[src/rtl/sync_track_ctrl.sv]
// PSS frame-timing tracker: search for a first detection, verify the period, then track with a flywheel.
// States: IDLE | SEARCH (hunt first PSS) | VERIFY (confirm spacing) | TRACK (locked, flywheel on misses)
module sync_track_ctrl #(
  parameter int pFRAME_W = 16,
  parameter int pLOCK_N  = 3,
  parameter int pLOSS_N  = 4
) (
  input  logic                iclk,
  input  logic                ireset,
  input  logic                iena,
  input  logic                istart,
  input  logic                iabort,
  input  logic [pFRAME_W-1:0] iframe_len,
  input  logic [6:0]          iwin_half,
  input  logic                isop_sync,
  output logic                ocorr_sop,
  output logic [1:0]          ostate,
  output logic                olock,
  output logic                oframe_sop,
  output logic signed [7:0]   otime_err
);

  typedef enum logic [1:0] {
    ST_IDLE   = 2'd0,
    ST_SEARCH = 2'd1,
    ST_VERIFY = 2'd2,
    ST_TRACK  = 2'd3
  } state_t;

  localparam logic [3:0] LOCK_LAST = 4'(pLOCK_N - 1);
  localparam logic [3:0] LOSS_LAST = 4'(pLOSS_N - 1);

  state_t              state;
  logic [pFRAME_W-1:0] pcnt;
  logic [pFRAME_W-1:0] frame_len;
  logic [6:0]          win_half;
  logic                armed;
  logic [3:0]          hit_cnt;
  logic [3:0]          miss_cnt;

  logic [pFRAME_W-1:0] win_ext;
  logic [pFRAME_W-1:0] pcnt_next;
  logic [pFRAME_W-1:0] early_diff;
  logic                in_win;
  logic                accept;
  logic                close;
  logic                arm_point;
  logic [7:0]          terr_calc;

  assign win_ext    = pFRAME_W'(win_half);
  assign in_win     = (pcnt >= frame_len - win_ext) || (pcnt <= win_ext);
  assign accept     = iena & isop_sync & armed & in_win;
  // A detection landing exactly on the last window sample is an accept, not a miss.
  assign close      = iena & armed & (pcnt == win_ext) & ~accept;
  assign arm_point  = (pcnt == frame_len - win_ext - 1'b1);
  assign pcnt_next  = (pcnt == frame_len - 1'b1) ? '0 : pcnt + 1'b1;
  assign early_diff = pcnt - frame_len;
  assign terr_calc  = (pcnt <= win_ext) ? pcnt[7:0] : early_diff[7:0];
  assign ostate     = state;

  always_ff @(posedge iclk or posedge ireset) begin
    if (ireset) begin
      state      <= ST_IDLE;
      pcnt       <= '0;
      frame_len  <= '0;
      win_half   <= '0;
      armed      <= 1'b0;
      hit_cnt    <= '0;
      miss_cnt   <= '0;
      ocorr_sop  <= 1'b0;
      olock      <= 1'b0;
      oframe_sop <= 1'b0;
      otime_err  <= '0;
    end else begin
      ocorr_sop  <= 1'b0;
      oframe_sop <= 1'b0;
      if (iabort) begin
        state    <= ST_IDLE;
        pcnt     <= '0;
        armed    <= 1'b0;
        hit_cnt  <= '0;
        miss_cnt <= '0;
        olock    <= 1'b0;
      end else if (istart) begin
        state     <= ST_SEARCH;
        pcnt      <= '0;
        armed     <= 1'b0;
        hit_cnt   <= '0;
        miss_cnt  <= '0;
        frame_len <= iframe_len;
        win_half  <= iwin_half;
        olock     <= 1'b0;
        ocorr_sop <= 1'b1;
      end else begin
        case (state)
          ST_SEARCH: begin
            if (iena && isop_sync) begin
              state     <= ST_VERIFY;
              pcnt      <= pFRAME_W'(1);
              armed     <= 1'b0;
              hit_cnt   <= 4'd1;
              otime_err <= '0;
            end
          end
          ST_VERIFY, ST_TRACK: begin
            if (iena) begin
              pcnt <= accept ? pFRAME_W'(1) : pcnt_next;
              if (accept || close)
                armed <= 1'b0;
              else if (arm_point)
                armed <= 1'b1;
              if (accept)
                otime_err <= terr_calc;

              if (state == ST_VERIFY) begin
                if (accept) begin
                  hit_cnt <= hit_cnt + 4'd1;
                  if (hit_cnt == LOCK_LAST) begin
                    state      <= ST_TRACK;
                    olock      <= 1'b1;
                    miss_cnt   <= '0;
                    oframe_sop <= 1'b1;
                  end
                end else if (close) begin
                  state     <= ST_SEARCH;
                  pcnt      <= '0;
                  hit_cnt   <= '0;
                  ocorr_sop <= 1'b1;
                end
              end else begin
                if (accept) begin
                  miss_cnt   <= '0;
                  oframe_sop <= 1'b1;
                end else if (close) begin
                  if (miss_cnt == LOSS_LAST) begin
                    // Lock lost: fall back to a fresh search with a re-armed correlator.
                    state     <= ST_SEARCH;
                    pcnt      <= '0;
                    hit_cnt   <= '0;
                    miss_cnt  <= '0;
                    olock     <= 1'b0;
                    ocorr_sop <= 1'b1;
                  end else begin
                    miss_cnt   <= miss_cnt + 4'd1;
                    oframe_sop <= 1'b1;
                  end
                end
              end
            end
          end
          default: ;
        endcase
      end
    end
  end

endmodule

[config.mk]
export PLATFORM = sky130hd
export DESIGN_NAME = sync_track_ctrl
export DESIGN_NICKNAME = d
export VERILOG_FILES = /design/src/rtl/sync_track_ctrl.sv
export SDC_FILE = /design/constraint.sdc
export NUM_CORES = 1
export LEC_CHECK = 0
export ABC_AREA = 1
export BUFFER_PORTS_ARGS = -buffer_cell sky130_fd_sc_hd__buf_4
export CAP_MARGIN = 20
export CORE_UTILIZATION = 30
export CTS_CLUSTER_SIZE = 20
export DETAILED_ROUTE_END_ITERATION = 8
export GPL_ROUTABILITY_DRIVEN = 0
export PLACE_DENSITY = 0.51
export SYNTH_ARGS = -nofsm -noshare
export SYNTH_HDL_FRONTEND = slang
export SYNTH_SLANG_ARGS = --single-unit
[constraint.sdc]
create_clock -name iclk -period 9.5 [get_ports iclk]
set_input_delay 1.9 -clock iclk [delete_from_list [all_inputs] [get_ports iclk]]
set_output_delay 1.9 -clock iclk [all_outputs]
set_load 0.02 [all_outputs]
==> results_dict.tcl, run 1 <==
set metrics [dict create \
    p_switching_uw 377 \
    wl_mm 15.0 \
    cts_sinks 61 \
    h-tree-depth 3 \
    holdPathEnd "olock" \
    slew_headroom_pct 46.1 \
    finalSetupViolations 0 \
    tightest_slew_ns 0.808 \
    worstPathArrival_ns 4.14 \
    crit_path_frequent_cell "nand2_1" \
    slew_viol_final 0 \
    rsz0062_at_grt "no" \
    power_uw 965 \
    seqPwrFrac_pct 31.4 \
    min_path_type "flip-flop to flip-flop" \
    die_w_um 139 \
    layout.cells.non_filler 1098 \
    ioPinCount 42 \
    synth_area_leaders "dfrtp_1 27%, nand2_1 15%, ha_1 9.1%" \
    synthCells 824 \
    ant_nets 0 \
    wl_per_cell_um 13.7 \
    syn_nets 896 \
    syn_area_per_cell_um2 6.86 \
    holdWs_ns 0.478 \
    start_kind "flip-flop" \
    max_stage_delay_ns 0.48 \
    ys_async_sr_fraction_pct 100 \
    vias 5128 \
    placedCellCount 1082 \
    internal_power_uw 588 \
    numCtsBuffers 9 \
    grt.total_usage_pct 16.5 \
    fin_crit_ns 3.91 \
    grt_pass1_wl_mm 25.1 \
    pwr-share-clk_pct 32.9 \
    synth_top_area_cell "dfrtp_1" \
    drc_errors 1 \
    layout_commonest_cell "nand2_1" \
    via_per_inst 4.67 \
    path_clk_slew_ns 0.06 \
    dp_hpwl_mm 11.8 \
    cts.path.max_buffers 2 \
    synth-edff-count 0 \
    io_buffers 41 \
    clock_latency_ns 0.34 \
    grt_overflow 0 \
    critical_path_required_ns 9.73 \
    synth_seq_area_share_pct 27.0 \
    drv_cap 0 \
    cts.root.buffer_cell "clkbuf_16" \
    drive_above_1_share_pct 13.9 \
    cts_tree "yes" \
    r2r_cells 29 \
    syn2layout_area_growth_pct 14.3 \
    crit_path_end_kind "flip-flop" \
    violations "design-rule violations" \
    antenna_found_initial 0 \
    grt_pass1_vias 4880 \
    syn-cell-area_mm2 0.00565 \
    p_comb_share_pct 35.6 \
    skew_ns 0.00793 \
    placementRows 49 \
    fmax_mhz 256 \
    drt_iter0_drc 310 \
    finalSetupTns_ns 0 \
    ys_types 46 \
    grt_max_degree 62 \
    ir_drop_mv 0.0788 \
    crit_path_top_delay_cell "fa_1" \
    r2r-end "otime_err[2]" \
    nets 936 \
    min_from "olock" \
    die_area_mm2 0.0194 \
    synth_flop_cell "dfrtp_1" \
    synthDominantCellAreaShare_pct 27.0 \
    postCtsSetupBuffers 0 \
    synth_warnings 0 \
    min_path_cells 2 \
    fin_util_pct 35.4 \
    core_area_mm2 0.0182 \
    p_leak_uw 0.00326 \
    cts_resized 0 \
    worst-path-max-fanout 13 \
    ff2ff_setup_slack_ns 5.59 \
    die_h_um 139 \
    outcome "finished with violations" \
    firstDrtPassIters 9 \
    switching_share_pct 39.0 \
    layout_common_cells "222 x nand2_1, 109 x inv_1, 85 x nor2_1" \
    p_per_area_mw_per_mm2 149 \
    post-route-period-util_pct 41.2 \
    initial_utilization_pct 31.0 \
    crit_type "flip-flop to flip-flop" \
    ys_ff_latch 61 \
    postCtsHoldBufs 0 \
    finalHoldViolations 0 \
    n_fill_cell 1962 \
    reg2reg_from "frame_len[0]" \
    diodes 0 \
]
Yosys cell counts, types with 4 or more instances:
cell,instances
buf_6,4
xnor2_1,13
nand4_1,19
o21ai_1,6
dfrtp_1,61
nand3_2,5
nand3_1,56
nor3_1,10
clkbuf_1,9
o21ai_2,11
nor2_2,8
xor2_1,35
o21ai_0,24
nand2_1,222
mux2_2,4
inv_1,110
nor2_1,85
nand2_2,15
a21oi_1,46
ha_1,41
metal layers:
layer / vias up / share of wire (%) / track usage, %
li1: 2719 / - / -
met5: - / 0 / 0
met1: 2318 / 51 / 22.6
met3: 14 / 2.3 / 2.03
met2: 77 / 45 / 26.7
met4: 0 / 1.6 / 6.02
sequential cells by signal (all words and copies together), names as in the netlist:
register,cells
ocorr_sop,1
hit_cnt,4
frame_len,16
armed,1
miss_cnt,4
otime_err,8
win_half,7
ostate,2
olock,1
pcnt,16
oframe_sop,1
logic make-up (layout without fill, tap and decap cells):
family | Yosys count | after routing | share of synthesized area (%)
AOI/OAI and AO/OA | 99 | 99 | 10.2
xor gates and xnor gates | 50 | 50 | 8.22
adders and majority gates | 43 | 43 | 9.79
buffers and inverters | 128 | 173 | 9.06
DFF | 61 | 61 | 27.0
muxes | 4 | 4 | 0.797
and+or+nand+nor | 439 | 439 | 34.9
layout make-up:
cell class                      count  area (um^2)  share of cell area [%]
Multi-Input combinational cell    635         3610                    55.9
Sequential cell                    61         1530                    23.6
Inverter                          114          428                    6.63
Clock buffer                       13          260                    4.03
Timing Repair Buffer               43          323                    5.00
Clock inverter                      3         20.0                   0.310
Tap cell                          229          287                    4.44
power groups by stage:
stage / combinational (uW) / sequential [uW] / clock, uW
6_report: 344 / 303 / 318
5_1_grt: 395 / 307 / 337
4_1_cts: 347 / 303 / 327
3_5_place_dp: 345 / 308 / 0
3_3_place_gp: 343 / 308 / 0
2_1_floorplan: 269 / 300 / 0
per-stage QoR:
step,setup WS (ns),cell area (um^2)
2_1_floorplan,6.09,5650
3_3_place_gp,5.38,6170
3_5_place_dp,5.26,6170
4_1_cts,5.56,6450
5_1_grt,5.13,6450
6_report,5.59,6450
worst max-delay path by stage:
stage	from	slack [ns]	end
finish	frame_len[0]	5.59	otime_err[2]
global route	frame_len[0]	5.13	otime_err[5]
CTS	frame_len[0]	5.56	otime_err[2]
detailed placement	iabort	5.26	otime_err[2]
global placement	iabort	5.38	otime_err[2]
floorplan	ireset	6.09	armed
critical path, delay by kind of cell, from the launching register on:
kind / cells / cell delay (ns)
adder cells (fa/ha/maj): 3 / 0.94
buffers and inverters: 4 / 0.41
flip-flops: 1 / 0.38
AND/OR/NAND/NOR: 22 / 2.04
Power figures use the tool's default switching activity.
==> run 2: changes to the inputs <==
- clock period: 9.5 -> 3.9 ns (I/O delays scaled with it)
==> run 2 against run 1 <==
Effect of this change:
- the flow now finishes without violations
- clock power rose to 2.7 times the previous value
- sequential cell count did not move
- power grew to 2.6 times the previous value
- setup slack got worse by 5.2 ns
- clock skew shrank 0.0011 ns
- wire length grew 2.7%
- utilization increased by 0.60 points
- combinational power rose to 2.5 times the previous value
- global-route usage grew 0.30 points
==> results_dict.tcl, run 2 (same netlist as run 1, synthesis figures left out) <==
set metrics [dict create \
    outcome "completed" \
    slew_headroom_pct 35.4 \
    die_w_um 139 \
    nets 945 \
    syn2layout_area_growth_pct 16.2 \
    crit_path_top_delay_cell "fa_2" \
    cts.root.buffer_cell "clkbuf_16" \
    worstPathArrival_ns 3.72 \
    tightest_slew_ns 0.967 \
    fmax_mhz 285 \
    min_path_type "flip-flop to flip-flop" \
    seq_area_mm2 0.00153 \
    critical_path_required_ns 4.11 \
    drt_iter0_drc 264 \
    layout.cells.non_filler 1107 \
    met2_usage_pct 27.3 \
    die_area_mm2 0.0194 \
    layout_common_cells "222 x nand2_1, 109 x inv_1, 85 x nor2_1" \
    slew_viol_final 0 \
    grt.met3_usage_pct 2.79 \
    layout_top_registers "frame_len: 16 flops, pcnt: 16 flops, otime_err: 8 flops" \
    initial_utilization_pct 31.0 \
    antenna_found_initial 0 \
    clock_latency_ns 0.34 \
    ff2ff_setup_slack_ns 0.40 \
    drv_cap 0 \
    postCtsSetupBuffers 0 \
    die_h_um 139 \
    core_area_mm2 0.0182 \
    crit_path_frequent_cell "nand2_1" \
    cts_sinks 61 \
    layout_commonest_cell "nand2_1" \
    p_per_area_mw_per_mm2 376 \
    h-tree-depth 3 \
    grt_pass1_wl_mm 25.6 \
    numCtsBuffers 9 \
    grt.total_usage_pct 16.8 \
    grt_pass1_vias 5004 \
    power_uw 2470 \
    drc_errors 0 \
    diodes 0 \
    max_stage_delay_ns 0.40 \
    wl_per_cell_um 13.9 \
    worst-path-max-fanout 13 \
    skew_ns 0.00682 \
    via_per_inst 4.66 \
    crit_type "flip-flop to flip-flop" \
    p_leak_uw 0.00333 \
    grt_max_degree 38 \
    crit_buf_inv 3 \
    placementRows 49 \
    finalHoldViolations 0 \
    fin_crit_ns 3.50 \
    firstDrtPassIters 7 \
    cts_tree "yes" \
    start_kind "flip-flop" \
    multi_input_comb_area_mm2 0.00362 \
    ir_drop_mv 0.184 \
    grt_util_met1_pct 22.6 \
    io_buffers 41 \
    placedCellCount 1091 \
    crit_path_end_kind "flip-flop" \
    busiest_layer "met2" \
    cts.path.max_buffers 2 \
    finalSetupTns_ns 0 \
    n_fill_cell 1939 \
    ioPinCount 42 \
    post-route-period-util_pct 89.8 \
    cts_resized 0 \
    finalSetupViolations 0 \
    rsz0062_at_grt "no" \
    path_clk_slew_ns 0.06 \
    cp_top_family "simple AND/OR/NAND/NOR gates" \
    vias 5161 \
    grt_overflow 0 \
    wl_mm 15.4 \
    drive_above_1_share_pct 15.0 \
    ant_nets 0 \
    postCtsHoldBufs 0 \
    dp_hpwl_mm 12.4 \
]
==> run 2: path summary, 6_finish.rpt <==
| path | startpoint | end | depth (start not counted) |
|---|---|---|---|
| setup / recovery | frame_len[0] | pcnt[13] | 26 |
| hold / removal | otime_err[6] | otime_err[6] | 2 |
| setup reg to reg | frame_len[0] | pcnt[13] | 26 |
| hold reg to reg | otime_err[6] | otime_err[6] | 2 |
| max in group asynchronous | ireset | win_half[3] | 3 |
| min in group asynchronous | ireset | miss_cnt[2] | 2 |
==> run 2: where the power goes <==
group          internal (uW)  total [uW]  switching (uW)
clock                    559         873             314
combinational            308         863             555
sequential               676         731            54.4
total                   1540        2470             923
==> run 2: final cells by class <==
class | count | share of cell area [%]
Clock buffer | 10 | 3.49
Clock inverter | 6 | 1.32
Inverter | 114 | 6.52
Multi-Input combinational cell | 635 | 55.1
Sequential cell | 61 | 23.3
Tap cell | 229 | 4.36
Timing Repair Buffer | 52 | 5.95
==> run 2: worst reg2reg max path: cells and delay by family, from the launching register on <==
kind | cells | cell delay (ns)
AO/OA/AOI/OAI | 1 | 0.12
XOR/XNOR | 1 | 0.33
adder cells (fa/ha/maj) | 3 | 0.86
buffers and inverters | 3 | 0.21
flip-flops | 1 | 0.38
AND/OR/NAND/NOR | 18 | 1.47
==> run 2: stage by stage <==
step | hold WS, ns | cell area, um^2 | setup slack (ns) | utilization (%)
2_1_floorplan | 0.475 | 5650 | 0.923 | -
3_3_place_gp | 0.473 | 6240 | 0.295 | 34.3
3_5_place_dp | 0.468 | 6240 | 0.212 | 34.3
4_1_cts | 0.485 | 6560 | 0.205 | 36.0
5_1_grt | 0.505 | 6570 | 0.0124 | 36.1
6_report | 0.483 | 6570 | 0.397 | 36.1
==> run 2: per-layer routing <==
metal,wire (um),up-vias
met4,246,0
met3,379,16
li1,-,2747
met1,7770,2346
met5,0,-
met2,7050,52
==> run 3: changes to the inputs <==
- CORE_ASPECT_RATIO: default -> 0.7
==> run 3 against run 2 <==
Effect of this change:
- design area fell by 0.32%
- die area barely moved
- wire length rose by 1.0%
- register-to-register slack improved by 0.03 ns
- non-clock buffer count fell by 2
- the run now ends with design-rule violations left
- setup slack improved by 0.030 ns
- sequential share of layout area rose by 0.076 points
- largest cell class unchanged
- largest power group is now combinational logic
==> results_dict.tcl, run 3 (same netlist as run 1, synthesis figures left out) <==
set metrics [dict create \
    wl_per_cell_um 14.0 \
    finalHoldViolations 0 \
    crit_type "flip-flop to flip-flop" \
    finalSetupTns_ns 0 \
    cts_sinks 61 \
    worstPathArrival_ns 3.70 \
    die_w_um 166 \
    diodes 0 \
    p_comb_share_pct 36.6 \
    rsz0062_at_grt "no" \
    cts.root.buffer_cell "clkbuf_16" \
    post-route-period-util_pct 89.1 \
    antenna_found_initial 0 \
    layout.cells.non_filler 1112 \
    ir_drop_mv 0.187 \
    cts.path.max_buffers 2 \
    max_stage_delay_ns 0.42 \
    cts_tree "yes" \
    dp_hpwl_mm 12.4 \
    layout_top_registers "frame_len: 16 flops, pcnt: 16 flops, otime_err: 8 flops" \
    holdWs_ns 0.485 \
    firstDrtPassIters 7 \
    crit_path_top_delay_cell "dfrtp_1" \
    ioPinCount 42 \
    core_area_mm2 0.0182 \
    io_buffers 41 \
    cts_resized 0 \
    violations "design-rule violations" \
    nets 943 \
    p_switching_uw 940 \
    switching_share_pct 39.9 \
    ant_nets 0 \
    n_fill_cell 2003 \
    seqPwrFrac_pct 31.4 \
    h-tree-depth 3 \
    layout_commonest_cell "nand2_1" \
    die_area_mm2 0.0194 \
    numCtsBuffers 9 \
    internal_power_uw 1420 \
    syn2layout_area_growth_pct 15.8 \
    p_per_area_mw_per_mm2 360 \
    drive_above_1_share_pct 15.4 \
    outcome "finished with violations" \
    grt_max_degree 36 \
    worst-path-max-fanout 13 \
    drc_errors 2 \
    drv_cap 0 \
    wl_mm 15.6 \
    vias 5228 \
    skew_ns 0.00929 \
    crit_path_frequent_cell "nand2_1" \
    postCtsHoldBufs 0 \
    via_per_inst 4.70 \
    critical_path_required_ns 4.13 \
    path_clk_slew_ns 0.06 \
    placedCellCount 1096 \
    initial_utilization_pct 31.0 \
    layout_common_cells "221 x nand2_1, 109 x inv_1, 85 x nor2_1" \
    pwr-share-clk_pct 32.1 \
    drt_iter0_drc 294 \
    grt_pass1_wl_mm 26.4 \
    clock_latency_ns 0.34 \
    slew_viol_final 0 \
    grt_overflow 0 \
    min_path_type "flip-flop to flip-flop" \
    die_h_um 117 \
    postCtsSetupBuffers 0 \
    grt.total_usage_pct 17.5 \
    finalSetupViolations 0 \
    slew_headroom_pct 31.9 \
    p_leak_uw 0.00330 \
    grt_pass1_vias 4905 \
    placementRows 41 \
    tightest_slew_ns 1.02 \
    start_kind "flip-flop" \
    fin_crit_ns 3.47 \
    crit_path_end_kind "flip-flop" \
    fmax_mhz 288 \
]
## run 3: per-layer routing
| layer | vias to the layer above | part of all wire, % | global-route usage [%] |
|---|---|---|---|
| li1 | 2753 | - | - |
| met1 | 2365 | 55 | 26.4 |
| met2 | 101 | 39 | 25.3 |
| met3 | 9 | 4.9 | 3.80 |
| met4 | 0 | 0.85 | 3.43 |
| met5 | - | 0 | 0 |
## run 3: path summary, 6_finish.rpt
path / start / endpoint / slack, ns / cells past startpoint
setup / recovery: frame_len[2] / otime_err[3] / 0.43 / 29
hold / removal: otime_err[0] / otime_err[0] / 0.49 / 2
setup reg to reg: frame_len[2] / otime_err[3] / 0.43 / 29
hold reg to reg: otime_err[0] / otime_err[0] / 0.49 / 2
max in group asynchronous: ireset / hit_cnt[1] / 2.48 / 3
min in group asynchronous: ireset / otime_err[4] / 0.51 / 2
## run 3: final cells by class
class,count,area [um^2],share of cell area [%]
multi-input combinational,635,3640,55.7
sequential,61,1530,23.3
inverter,114,428,6.54
timing repair buffer,50,375,5.74
tap,236,295,4.51
clock buffer,9,225,3.44
clock inverter,7,51.3,0.784
## run 3: power by group through the flow
stage	logic, uW	registers, uW	clock network [uW]
after floorplan	655	730	0
after global placement	853	752	0
after detailed placement	854	750	0
after CTS	858	739	784
after global routing	1000	748	817
final	862	739	756
## run 3: critical path, delay by kind of cell (launching register included)
| kind | cells | cell delay (ns) |
|---|---|---|
| adders and majority gates | 2 | 0.71 |
| and+or+nand+nor | 23 | 1.79 |
| DFF | 1 | 0.42 |
| AOI/OAI and AO/OA | 1 | 0.06 |
| buffers and inverters | 3 | 0.34 |
## run 3: metrics by stage
| step | cell area [um^2] | power, uW | utilization, % | worst slack (ns) |
|---|---|---|---|---|
| global route | 6540 | 2570 | 35.9 | 0.00749 |
| CTS | 6510 | 2380 | 35.8 | 0.227 |
| floorplan | 5650 | 1380 | - | 0.923 |
| global placement | 6240 | 1600 | 34.2 | 0.319 |
| finish | 6540 | 2360 | 35.9 | 0.426 |
| detailed placement | 6240 | 1600 | 34.2 | 0.217 |
